===== src/rtl/platform_scheduler.sv =====
// Owns the platform table: per-frame scroll, recycle of off-screen slots and landing test,
// plus the live per-pixel platform_on feed for the colour mapper.
module platform_scheduler #(
  parameter int N_PLAT      = 8,
  parameter int PLAT_HALF_W = 16,
  parameter int PLAT_HALF_H = 4,
  parameter int SCROLL_LINE = 200,
  parameter int SCREEN_H    = 480
) (
  input  logic       Clk,
  input  logic       Reset_n,
  input  logic       frame_clk,
  input  logic       game_en,
  input  logic       restart,
  input  logic [9:0] BallX,
  input  logic [9:0] BallY,
  input  logic [9:0] Ball_size,
  input  logic       ball_falling,
  input  logic [9:0] DrawX,
  input  logic [9:0] DrawY,
  output logic       platform_on,
  output logic [9:0] scroll_amt,
  output logic       land,
  output logic [3:0] land_idx,
  output logic       busy
);
  localparam int AW = (N_PLAT > 1) ? $clog2(N_PLAT) : 1;
  localparam logic [1:0] S_IDLE    = 2'd0;
  localparam logic [1:0] S_SCROLL  = 2'd1;
  localparam logic [1:0] S_COLLIDE = 2'd2;
  localparam logic [1:0] S_DONE    = 2'd3;
  localparam logic [15:0] LFSR_SEED = 16'hACE1;
  localparam logic [3:0]  LAST_IDX  = 4'(N_PLAT - 1);

  function automatic logic [9:0] rst_x(input int i);
    return 10'(64 + 64 * i);
  endfunction

  function automatic logic [9:0] rst_y(input int i);
    return 10'(30 + 60 * i);
  endfunction

  // x^16+x^14+x^13+x^11+1, shifting left with feedback into bit 0
  function automatic logic [15:0] lfsr_next(input logic [15:0] s);
    return {s[14:0], s[15] ^ s[13] ^ s[12] ^ s[10]};
  endfunction

  function automatic logic [9:0] absdiff(input logic [9:0] a, input logic [9:0] b);
    return (a >= b) ? (a - b) : (b - a);
  endfunction

  logic [1:0]  state_q, state_d;
  logic [3:0]  idx_q, idx_d;
  logic [9:0]  x_q [N_PLAT];
  logic [9:0]  x_d [N_PLAT];
  logic [9:0]  y_q [N_PLAT];
  logic [9:0]  y_d [N_PLAT];
  logic [15:0] lfsr_q, lfsr_d;
  logic        frame_clk_q;
  logic [9:0]  bx_q, bx_d, by_q, by_d, bs_q, bs_d;
  logic        bf_q, bf_d;
  logic [9:0]  scroll_q, scroll_d;
  logic        land_q, land_d;
  logic [3:0]  land_idx_q, land_idx_d;
  logic        busy_q, busy_d;
  logic        hit_q, hit_d;
  logic [3:0]  hit_idx_q, hit_idx_d;

  logic          tick_s;
  logic [AW-1:0] idx_s;
  logic [9:0]    xs_s, ys_s, adx_s, scroll_tick_s;
  logic [10:0]   yn_s, ywrap_s;
  logic [11:0]   lim_s, foot_s;
  logic          hit_now_s, on_s;

  assign tick_s        = frame_clk & ~frame_clk_q;
  assign idx_s         = idx_q[AW-1:0];
  assign scroll_tick_s = (BallY < 10'(SCROLL_LINE)) ? (10'(SCROLL_LINE) - BallY) : 10'd0;

  // Per-slot datapath shared by the scroll and collide passes
  always_comb begin
    xs_s    = x_q[idx_s];
    ys_s    = y_q[idx_s];
    yn_s    = {1'b0, ys_s} + {1'b0, scroll_q};
    ywrap_s = yn_s - 11'(SCREEN_H);
    adx_s   = absdiff(bx_q, xs_s);
    lim_s   = 12'(PLAT_HALF_W) + {2'b00, bs_q};
    foot_s  = {2'b00, by_q} + {2'b00, bs_q};
    // Range test is rearranged so nothing goes negative near the top of the screen
    hit_now_s = bf_q
              & ({2'b00, adx_s} <= lim_s)
              & ((foot_s + 12'(PLAT_HALF_H)) >= {2'b00, ys_s})
              & (foot_s <= ({2'b00, ys_s} + 12'(PLAT_HALF_H)));
  end

  // Live pixel hit against every slot
  always_comb begin
    on_s = 1'b0;
    for (int i = 0; i < N_PLAT; i++) begin
      if ((absdiff(DrawX, x_q[i]) <= 10'(PLAT_HALF_W)) &&
          (absdiff(DrawY, y_q[i]) <= 10'(PLAT_HALF_H))) begin
        on_s = 1'b1;
      end else begin
        on_s = on_s;
      end
    end
  end

  // Update sequencer: IDLE -> SCROLL (N cycles) -> COLLIDE (N cycles) -> DONE
  always_comb begin
    state_d    = state_q;
    idx_d      = idx_q;
    x_d        = x_q;
    y_d        = y_q;
    lfsr_d     = lfsr_q;
    bx_d       = bx_q;
    by_d       = by_q;
    bs_d       = bs_q;
    bf_d       = bf_q;
    scroll_d   = scroll_q;
    land_d     = 1'b0;
    land_idx_d = land_idx_q;
    busy_d     = busy_q;
    hit_d      = hit_q;
    hit_idx_d  = hit_idx_q;
    case (state_q)
      S_IDLE: begin
        if (restart) begin
          for (int i = 0; i < N_PLAT; i++) begin
            x_d[i] = rst_x(i);
            y_d[i] = rst_y(i);
          end
          lfsr_d     = LFSR_SEED;
          scroll_d   = 10'd0;
          land_idx_d = 4'd0;
        end else if (tick_s && game_en) begin
          bx_d      = BallX;
          by_d      = BallY;
          bs_d      = Ball_size;
          bf_d      = ball_falling;
          scroll_d  = scroll_tick_s;
          idx_d     = 4'd0;
          hit_d     = 1'b0;
          hit_idx_d = 4'd0;
          busy_d    = 1'b1;
          state_d   = S_SCROLL;
        end else begin
          state_d = S_IDLE;
        end
      end
      S_SCROLL: begin
        if (yn_s >= 11'(SCREEN_H)) begin
          y_d[idx_s] = ywrap_s[9:0];
          x_d[idx_s] = 10'(PLAT_HALF_W) + {1'b0, lfsr_q[8:0]};
          lfsr_d     = lfsr_next(lfsr_q);
        end else begin
          y_d[idx_s] = yn_s[9:0];
        end
        if (idx_q == LAST_IDX) begin
          idx_d   = 4'd0;
          state_d = S_COLLIDE;
        end else begin
          idx_d = idx_q + 4'd1;
        end
      end
      S_COLLIDE: begin
        if (hit_now_s && !hit_q) begin
          hit_d     = 1'b1;
          hit_idx_d = idx_q;
        end else begin
          hit_d = hit_q;
        end
        if (idx_q == LAST_IDX) begin
          state_d    = S_DONE;
          idx_d      = 4'd0;
          land_d     = hit_q | hit_now_s;
          land_idx_d = hit_q ? hit_idx_q : (hit_now_s ? idx_q : 4'd0);
        end else begin
          idx_d = idx_q + 4'd1;
        end
      end
      S_DONE: begin
        busy_d  = 1'b0;
        state_d = S_IDLE;
      end
      default: begin
        busy_d  = 1'b0;
        state_d = S_IDLE;
      end
    endcase
  end

  // State and table registers; reset restores the power-on layout
  always_ff @(posedge Clk or negedge Reset_n) begin
    if (!Reset_n) begin
      state_q     <= S_IDLE;
      idx_q       <= 4'd0;
      for (int i = 0; i < N_PLAT; i++) begin
        x_q[i] <= rst_x(i);
        y_q[i] <= rst_y(i);
      end
      lfsr_q      <= LFSR_SEED;
      frame_clk_q <= 1'b0;
      bx_q        <= 10'd0;
      by_q        <= 10'd0;
      bs_q        <= 10'd0;
      bf_q        <= 1'b0;
      scroll_q    <= 10'd0;
      land_q      <= 1'b0;
      land_idx_q  <= 4'd0;
      busy_q      <= 1'b0;
      hit_q       <= 1'b0;
      hit_idx_q   <= 4'd0;
    end else begin
      state_q     <= state_d;
      idx_q       <= idx_d;
      x_q         <= x_d;
      y_q         <= y_d;
      lfsr_q      <= lfsr_d;
      frame_clk_q <= frame_clk;
      bx_q        <= bx_d;
      by_q        <= by_d;
      bs_q        <= bs_d;
      bf_q        <= bf_d;
      scroll_q    <= scroll_d;
      land_q      <= land_d;
      land_idx_q  <= land_idx_d;
      busy_q      <= busy_d;
      hit_q       <= hit_d;
      hit_idx_q   <= hit_idx_d;
    end
  end

  assign platform_on = on_s;
  assign scroll_amt  = scroll_q;
  assign land        = land_q;
  assign land_idx    = land_idx_q;
  assign busy        = busy_q;

endmodule


===== config.mk =====
export PLATFORM = sky130hd
export DESIGN_NAME = platform_scheduler
export DESIGN_NICKNAME = d
export VERILOG_FILES = /design/src/rtl/platform_scheduler.sv
export SDC_FILE = /design/constraint.sdc
export NUM_CORES = 1
export LEC_CHECK = 0
export ABC_AREA = 1
export BUFFER_PORTS_ARGS = -buffer_cell sky130_fd_sc_hd__buf_2
export CAP_MARGIN = 15
export CORE_MARGIN = 4
export CORE_UTILIZATION = 25
export CTS_CLUSTER_SIZE = 16
export DETAILED_ROUTE_END_ITERATION = 6
export HOLD_SLACK_MARGIN = 0.08
export SYNTH_ARGS = -nofsm -noshare
export SYNTH_HDL_FRONTEND = slang
export SYNTH_SLANG_ARGS = --single-unit

===== constraint.sdc =====
create_clock -name Clk -period 4.6 [get_ports Clk]
set_input_delay 0.92 -clock Clk [delete_from_list [all_inputs] [get_ports Clk]]
set_output_delay 0.92 -clock Clk [all_outputs]
set_load 0.01 [all_outputs]

# Word-level counts from Yosys, hierarchy flattened
# Cells that the tools add are included.
[classes]
n_eq_ne = 11
mux = 73
n_lt_le_gt_ge = 40
addsub = 43
bitwise_logic = 11
n_reduce_logical = 28
[ops]
columns = ["operator", "count"]
rows = [
  ["$sub 10x10->10", 34],
  ["$mux 80", 4],
  ["$pmux 80 s2", 2],
  ["$mux 10", 25],
  ["$bwmux 80", 3],
  ["$ge 10x10->1", 17],
  ["$le 10x3->1 const B", 8],
  ["$le 10x5->1 const B", 8],
  ["$bmux 10 s3", 2],
  ["$mux 16", 2],
  ["$mux 4", 8],
  ["$pmux 16 s2", 1],
  ["$demux 10 s3", 1],
  ["$pmux 4 s2", 3],
  ["$add 10x10->11", 2],
  ["$reduce_and 3->1", 6],
  ["$mux 1", 16],
  ["$ne 2x2->1 const B", 7],
  ["$add 11x3->12 const B", 1],
  ["$ge 12x10->1", 1],
  ["$add 10x3->11 const B", 1],
  ["$add 5x10->11 const A", 1],
  ["$ge 11x9->1 const B", 1],
  ["$le 10x11->1", 1],
  ["other kinds (26)", 51],
]
[totals]
regBits = 235
output_inout_bits = 17
input_bits = 56

# Logic depth before layout (Yosys ltp)
# Gate-level depths: netlist (run 1).
[depth]
word_depth = 14
depth_mapped = 39

# Worst setup path after synthesis (run 1)
# No wires, ideal clock.
[synth_path]
kind = "register to register"
start = "reg idx_q[0]"
end = "reg hit_idx_q[0]"
n_path_buf = 3
slack_ns = -0.464
stages_incl_launch_ff = 36
arrival_time_ns = 4.947
required_ns = 4.483
cell_sequence = "dfrtp_1 > buf_2 > clkinv_1 > nand2_1 > clkinv_1 > clkbuf_1 > a221oi_1 > nand2_1 > ha_1 > inv_1 > fa_1 > nand2_1 > nand2_1 > a21oi_1 > o21ai_0 > a21boi_0 > o21ai_0 > a21oi_1 > o21bai_1 > clkbuf_1 > nand2_1 > o21ai_0 > inv_1 > ha_1 > nand2_1 > inv_1 > nand3_1 > o41ai_1 > o21bai_1 > nand2_1 > nor2_1 > nand3_1 > nand2_1 > nand2_1 > nand2_1 > nand2_1"
[synth_via]
elab_chain_len = 13
word_cells_on_any_way = 23
classes_between = "3 x add/sub; 4 x order compare; 1 x eq/ne; 9 x mux; 4 x bitwise; 2 x reduce/logical"
[synth_lines]
columns = ["element", "line", "rtl"]
rows = [
  ["from (decl)", "53", "logic [3:0] idx_q, idx_d;"],
  ["from (signal assigned)", "216", "idx_q <= idx_d;"],
  ["$not 3->4 (not written as such)", "82, 83", ""],
  ["$bmux 10 s3", "82", "xs_s = x_q[idx_s];"],
  ["$mux 10 (not written as such) (2 in series)", "82", ""],
  ["$sub 10x10->10 / $ge 10x10->1 (equally long branches)", "49", "return (a >= b) ? (a - b) : (b - a);"],
  ["$mux 10", "49", ""],
  ["$le 10x11->1", "91", "& ({2'b00, adx_s} <= lim_s)"],
  ["$and 1x1->1", "91", ""],
  ["$and 1x1->1", "92", "& ((foot_s + 12'(PLAT_HALF_H)) >= {2'b00, ys_s})"],
  ["$and 1x1->1", "93", "& (foot_s <= ({2'b00, ys_s} + 12'(PLAT_HALF_H)));"],
  ["$logic_and 1x1->1", "167", "if (hit_now_s && !hit_q) begin"],
  ["$ne 2x2->1 (no source line)", "n/a", ""],
  ["$reduce_and 4->1 (no source line)", "n/a", ""],
  ["to (signal assigned)", "230", "hit_idx_q <= hit_idx_d;"],
  ["to (decl)", "67", "logic [3:0] hit_idx_q, hit_idx_d;"],
]
# Several ways; a longest one is shown, not always the timed one. The select of a mux whose other input is x is not followed.
# A chain may end at the register's enable or synchronous reset.

# Final worst setup path (run 1)
[layout_path]
start = "reg idx_q[0]"
end = "reg hit_q"
[layout_via]
elab_chain_len = 13
word_cells_on_any_way = 21
classes_between = "3 x add/sub; 4 x order compare; 1 x eq/ne; 7 x mux; 4 x bitwise; 2 x reduce/logical"
[layout_lines]
columns = ["element", "line", "rtl"]
rows = [
  ["$not 3->4 (not written as such) (*)", "82, 83", ""],
  ["$bmux 10 s3", "82", ""],
  ["$mux 10 (not written as such) (2 in series)", "82", ""],
  ["$sub 10x10->10 / $ge 10x10->1 (equally long branches)", "49", ""],
  ["$mux 10", "49", ""],
  ["$le 10x11->1", "91", ""],
  ["$and 1x1->1", "91", ""],
  ["$and 1x1->1", "92", ""],
  ["$and 1x1->1 (*)", "93", ""],
  ["$logic_and 1x1->1 (*)", "167", ""],
  ["$ne 2x2->1 (no source line) (*)", "n/a", ""],
  ["$reduce_and 4->1 (no source line) (*)", "n/a", ""],
  ["to (signal assigned)", "229", "hit_q <= hit_d;"],
  ["to (decl)", "66", "logic hit_q, hit_d;"],
]
# Every way passes the cells marked *; elsewhere a longest branch is shown, timed or not. The select of a mux whose other input is x is not followed.

==> out/results.ini, run 1 <==
[detailed_routing]
num_vias=35828
vias_per_cell=4.719
drt-wirelength-per-cell_um=16.24
drt-pass1-iter-count=6
drc=0
drt-total-wl_um=123300
ant_nets=0
detailedRoute.firstIterationViolations=2812

[power]
power.density_cell_area_nw_per_um2=561.8
report.power.total_mw=24.15
lkg_pwr_nw=22.83
vdd_ir_drop_max_mv=0.4372

[placed_design]
post-dp-hpwl_um=98550
portBuffers=72
routability_congestion=0.9585
instance_area_after_placement_um2=38010
numPlacedInstances=7454
placement.setup.worst_slack_ns=-0.9078

[worst_setup_path]
max_stage_delay_ns=0.47
crit_start_category=flip-flop
timing.critical_path.required_ns=5.07
cpMaxStageDelayCell=sky130_fd_sc_hd__dfrtp_2
cpMostUsedCell=sky130_fd_sc_hd__buf_4
worst_ep_arrival_time_ns=5.18
worst-path-max-fanout=6
end_kind=flip-flop
type_of_the_setup_path_with_the_least_slack=reg2reg

[sta]
whs_ns=0.3493
fmax_ghz=0.2123
hold_viol=0
fin_skew_ns=0.02729
fin_setup_tns_ns=-0.6938
rsz0062_at_grt=true
final_critical_path_setup_slack_ns=-0.1101
max-slew-margin-rel_pct=22.38
post-route-period-util_pct=102.4
finalSetupViolations=9
worstMarginPinSlew_ns=1.160
final-max-slew-violation-count=0
period_minus_slack_ns=4.710

[logic_synthesis]
syn-instance-count=5220
yosysWarnings=0
cell_type_with_the_highest_aggregate_area_in_the_netlist=sky130_fd_sc_hd__nand2_1
synth_sequential_area_ratio_pct=19.08
syn_area_um2=31170
synth_async_sr_flop_share_pct=100.0
yosys-top-cells-area=sky130_fd_sc_hd__nand2_1 23%, sky130_fd_sc_hd__ha_1 15%, sky130_fd_sc_hd__dfrtp_1 15%, sky130_fd_sc_hd__inv_1 10%, sky130_fd_sc_hd__nand3_1 5.9%
number_of_distinct_library_cell_variants_in_the_gate_level_netlist_after_synthesis=54
synth_top_flop_cell=sky130_fd_sc_hd__dfrtp_1
synth_area_per_cell_um2=5.971
mappedNetlistNets=5664
postSynthRegisterBits=235
synth_enable_flop_cells=0
synth_top_area_share_pct=23.28

[cells_and_area]
layout.core_utilization_pct=34.73
final_cell_mix=1771 x sky130_fd_sc_hd__nand2_1, 799 x sky130_fd_sc_hd__inv_1, 627 x sky130_fd_sc_hd__buf_4
drive_above_1_share_pct=24.71
most_common_cell_after_layout_fill_and_taps_aside=sky130_fd_sc_hd__nand2_1
final_cells=7592
postLayoutCellArea_um2=43000
nets=6376
area_growth_pct=37.94

[global_routing]
grt_max_degree=111
first_global_vias=34190
initial_antenna_violation_count=2
grt_util_all_layers_pct=17.86
globalRouteOverflowTotal=0
wire_length_of_the_first_global_routing_pass_um=188900

[outcome]
violations=setup timing
outcome=finished with violations

[clock_network]
cts_hold_repair.buffers=0
cts_buffers=28
ctsHtreeMaxLevel=1
ctsLongestPathBuffers=3
numClockSinks=235
cts.root.buffer_cell=sky130_fd_sc_hd__clkbuf_16
insertion_delay_ns=0.59
cts_tree=yes
register_clock_pin_slew_on_the_reported_worst_setup_and_hold_paths_ns=0.06

[min_path]
worstHoldPathType=in2async

[floorplanning]
row_count=129
fp.coreArea_um2=123800
chipWidth_um=361.1
fp.dieArea_um2=130400
die_height_um=361.1
effective_utilization_at_floorplan_pct=25.18
pin_count=73

[flow_run]
max-cap-violations=0

-- registers in the layout, indices dropped and copies added, names as in the netlist, 2 cells and up --
name and flops:
land_idx 4, by_q 10, scroll_amt 10, y_q 80
bx_q 10, bs_q 10, idx_q 4, state_q 2
hit_idx_q 4, lfsr_q 16, x_q 80
-- critical path, delay by kind of cell (launching register included) --
family,cells,cell delay [ns]
adders and majority gates,2,0.42
buffers and inverters,10,1.23
and+or+nand+nor,12,1.11
AOI/OAI and AO/OA,9,1.25
xor gates and xnor gates,1,0.13
DFF,1,0.47
-- layer usage --
layer	wire length, um	GRT usage [%]	up-vias
li1	-	-	17994
met1	54870	23.81	16476
met2	56580	30.20	1111
met3	6573	1.481	247
met4	5242	6.515	0
met5	0	0	-
-- report_power, final --
part | total [mW] | internal (mW) | leakage (nW) | switching [mW]
combinational | 18.4 | 7.52 | 19.3 | 10.9
sequential | 3.33 | 2.70 | 3.01 | 0.624
clock | 2.38 | 1.40 | 0.474 | 0.987
-- logic make-up (layout without fill, tap and decap cells) --
group / after synthesis / count (layout) / synth area share [%]
AND/OR/NAND/NOR: 2882 / 2882 / 37.95
other: 0 / 1 / 0
XOR/XNOR: 142 / 142 / 4.062
flip-flops: 235 / 235 / 19.08
buffers and inverters: 932 / 1666 / 11.36
adder cells (fa/ha/maj): 388 / 388 / 15.67
AO/OA/AOI/OAI: 641 / 641 / 11.88
-- path summary, 6_finish.rpt --
kind | cells past startpoint | slack, ns | startpoint | endpoint
min in group Clk | 1 | 0.46 | frame_clk | frame_clk_q
max in group asynchronous | 2 | 3.14 | Reset_n | y_q[54]
max reg2reg | 34 | -0.11 | idx_q[0] | hit_q
min reg2reg | 2 | 0.48 | lfsr_q[9] | lfsr_q[9]
min | 1 | 0.35 | Reset_n | bx_q[6]
max | 34 | -0.11 | idx_q[0] | hit_q
-- layout make-up --
cell class,instances,area (um^2)
inverters,850,3254
clock buffers,40,805.8
multi-input cells,4053,24720
fillers,13143,80800
flip-flops and latches,235,5951
well taps,1637,2048
diodes,1,2.502
clock inverters,12,172.7
repair buffers,764,6043
-- Yosys cell counts, types with 13 or more instances --
master / n
sky130_fd_sc_hd__a22oi_1: 21
sky130_fd_sc_hd__xor2_1: 124
sky130_fd_sc_hd__dfstp_2: 53
sky130_fd_sc_hd__nand3b_1: 24
sky130_fd_sc_hd__inv_1: 840
sky130_fd_sc_hd__o22ai_1: 81
sky130_fd_sc_hd__a21o_1: 19
sky130_fd_sc_hd__nand2_1: 1933
sky130_fd_sc_hd__clkbuf_1: 59
sky130_fd_sc_hd__a221oi_1: 27
sky130_fd_sc_hd__nand3_1: 368
sky130_fd_sc_hd__dfrtp_1: 182
sky130_fd_sc_hd__nand4_1: 109
sky130_fd_sc_hd__a21oi_1: 218
sky130_fd_sc_hd__ha_1: 384
sky130_fd_sc_hd__o21ai_1: 13
sky130_fd_sc_hd__buf_2: 17
sky130_fd_sc_hd__xnor2_1: 15
sky130_fd_sc_hd__nor2_1: 398
sky130_fd_sc_hd__o21bai_1: 45
sky130_fd_sc_hd__o21ai_0: 186
-- what timing repair did --
item                       4_1_cts  5_1_grt
gates resized for setup        259      505
pin swaps                       42      174
setup buffers                   44       36
gates cloned                     3        2
setup endpoints to repair       20      138
Note: power is estimated with default switching activity, not from simulation.
==> inputs of run 2 (changes only) <==
--- a/config.mk
+++ b/config.mk
@@ -13,6 +13,7 @@
 export CTS_CLUSTER_SIZE = 16
 export DETAILED_ROUTE_END_ITERATION = 6
 export HOLD_SLACK_MARGIN = 0.08
+export PLACE_DENSITY = 0.37
 export SYNTH_ARGS = -nofsm -noshare
 export SYNTH_HDL_FRONTEND = slang
 export SYNTH_SLANG_ARGS = --single-unit
==> run 2 against run 1 <==
The run still ends with setup timing left; largest power group unchanged; die area unchanged; core utilization decreased by 1.3 points; sequential share of layout area increased by 0.53 points; highest routed layer is now met5; sequential power about the same.
==> out/results.ini, run 2 (synthesis results as in run 1) <==
[detailed_routing]
drc=0  ; unchanged
ant_nets=0  ; unchanged
num_vias=35147  ; -1.9%
drt-pass1-iter-count=5  ; -1
drt-wirelength-per-cell_um=18.22  ; +12%
drt-total-wl_um=138600  ; +12%
detailedRoute.firstIterationViolations=2160  ; -23%
vias_per_cell=4.619  ; -2.1%

[placed_design]
instance_area_after_placement_um2=38540  ; +1.4%
portBuffers=72  ; unchanged
numPlacedInstances=7508  ; +0.72%
routability_congestion=0.8873  ; -7.4%
post-dp-hpwl_um=115500  ; +17%

[cells_and_area]
nets=6391  ; +0.24%
area_growth_pct=32.78
postLayoutCellArea_um2=41390  ; -3.7%
filler_cell_count=13902  ; +5.8%
most_common_cell_after_layout_fill_and_taps_aside=sky130_fd_sc_hd__nand2_1
final_cells=7609  ; +0.22%
reg_top3=x_q (80), y_q (80), lfsr_q (16)
final_cell_mix=1863 x sky130_fd_sc_hd__nand2_1, 826 x sky130_fd_sc_hd__inv_1, 654 x sky130_fd_sc_hd__buf_4
drive_above_1_share_pct=20.09  ; -4.6 points
layout.area.seq_um2=5949  ; about the same
layout.core_utilization_pct=33.43  ; -1.3 points
multi_input_comb_area_um2=23090  ; -6.6%
antennaDiodeCount=0  ; -1

[clock_network]
cts.root.buffer_cell=sky130_fd_sc_hd__clkbuf_16
register_clock_pin_slew_on_the_reported_worst_setup_and_hold_paths_ns=0.06  ; about the same
ctsLongestPathBuffers=3  ; unchanged
cts_buffers=31  ; +11%
insertion_delay_ns=0.61  ; +0.02 ns
numClockSinks=235  ; unchanged
cts_tree=yes
ctsHtreeMaxLevel=1  ; unchanged

[worst_setup_path]
worst_ep_arrival_time_ns=5.19  ; about the same
cpMostUsedCell=sky130_fd_sc_hd__nand2_1
cpMaxStageDelayCell=sky130_fd_sc_hd__dfrtp_1
type_of_the_setup_path_with_the_least_slack=reg2reg
setup.worst_path.start=idx_q[2]
crit-reg2reg-launch=idx_q[2]
timing.critical_path.required_ns=5.08  ; about the same
worst-path-max-fanout=6  ; unchanged
end_kind=flip-flop
max_stage_delay_ns=0.40  ; -0.07 ns
crit_start_category=flip-flop

[sta]
post-route-period-util_pct=102.3  ; about the same
worstMarginPinSlew_ns=0.9583  ; -0.2020 ns
period_minus_slack_ns=4.707  ; -0.003237 ns
final-max-slew-violation-count=0  ; unchanged
fin_skew_ns=0.02489  ; -0.002403 ns
rsz0062_at_grt=true
finalSetupViolations=9  ; unchanged
whs_ns=0.3087  ; -0.04063 ns
max-slew-margin-rel_pct=35.69  ; +13 points
final_critical_path_setup_slack_ns=-0.1069  ; +0.003237 ns
fmax_ghz=0.2125  ; about the same
hold_viol=0  ; unchanged

[floorplanning]
chipWidth_um=361.1  ; unchanged
row_count=129  ; unchanged
die_height_um=361.1  ; unchanged
effective_utilization_at_floorplan_pct=25.18  ; unchanged
fp.coreArea_um2=123800  ; unchanged
fp.dieArea_um2=130400  ; unchanged
pin_count=73  ; unchanged

[min_path]
worstHoldPathType=in2async

[power]
vdd_ir_drop_max_mv=0.3446  ; -21%
lkg_pwr_nw=22.72  ; -0.50%
cellInternalPower_mw=10.93  ; -5.9%
power.share.sequential_pct=14.3  ; +0.5 points
combinationalPowerShare_pct=75.2  ; -1.2 points
power.density_cell_area_nw_per_um2=559.3  ; -0.44%
p_switching_mw=12.22  ; -2.5%
clockPowerShare_pct=10.5  ; +0.6 points
netSwitchingFraction_pct=52.78  ; +0.89 points

[outcome]
violations=setup timing
outcome=finished with violations

[global_routing]
initial_antenna_violation_count=3  ; +1
globalRouteOverflowTotal=0  ; unchanged
first_global_vias=34050  ; -0.41%
grt_max_degree=92  ; -17%
grt_util_all_layers_pct=20.53  ; +2.7 points
wire_length_of_the_first_global_routing_pass_um=208200  ; +10%

[flow_run]
max-cap-violations=0  ; unchanged

## run 2: cell types whose count changed in the layout (fill, tap and decap cells not counted), sizes merged
cell,delta
bufinv,-2
buf,+11
diode,-1
clkinvlp,-7
clkinv,+4
clkbuf,+9
inv,+3
## run 2: area by class of cell
cell class | instances | share of cell area, %
tap | 1637 | 4.949
clock buffer | 48 | 2.149
timing repair buffer | 776 | 14.71
sequential | 235 | 14.37
multi-input combinational | 4053 | 55.79
inverter | 850 | 7.784
clock inverter | 10 | 0.2418
## run 2: metal layers
| layer | vias to the layer above | wire length [um] | GRT usage (%) |
|---|---|---|---|
| met5 | - | 10 | 0 |
| met4 | 2 | 2157 | 2.837 |
| met3 | 103 | 5946 | 1.871 |
| met2 | 707 | 60520 | 33.05 |
| met1 | 16283 | 69970 | 30.36 |
| li1 | 18052 | - | - |
## run 2: power groups by stage
stage	Combinational, mW	Clock (mW)	Sequential, mW
final	17.4	2.43	3.31
after global routing	19.5	2.56	3.35
after CTS	16.8	2.49	3.27
after detailed placement	16.2	0	3.30
after global placement	16.2	0	3.29
after floorplan	10.2	0	3.00
## run 2: timing repair
item / CTS / global route
setup buffers: 21 / 19
resized for setup: 111 / 243
pin swaps: 13 / 66
gates cloned: 2 / 2
hold buffers: 0 / 0
endpoints found under the setup margin: 16 / 144
## run 2: critical path: cells and delay by family, from the launching register on
family,cells,cell delay [ns]
buffers and inverters,4,0.42
DFF,1,0.40
adders and majority gates,3,0.81
AOI/OAI and AO/OA,11,1.68
and+or+nand+nor,15,1.26
## run 2: path summary, 6_finish.rpt
kind / cells after the start / slack, ns / end
setup / recovery: 33 / -0.11 / hit_q
max in group asynchronous: 2 / 3.28 / y_q[40]
hold / removal: 1 / 0.31 / bx_q[9]
hold reg to reg: 2 / 0.48 / land_idx[2]
setup reg to reg: 33 / -0.11 / hit_q
min in group Clk: 1 / 0.45 / frame_clk_q
## run 2: per-stage QoR
stage / total power [mW] / setup slack (ns) / setup TNS (ns)
6_report: 23.15 / -0.1069 / -0.6030
5_1_grt: 25.45 / -0.4079 / -3.632
4_1_cts: 22.57 / 0.001977 / 0
3_5_place_dp: 19.49 / -0.2793 / -2.440
3_3_place_gp: 19.53 / -0.2407 / -2.050
2_1_floorplan: 13.15 / 0.003701 / 0
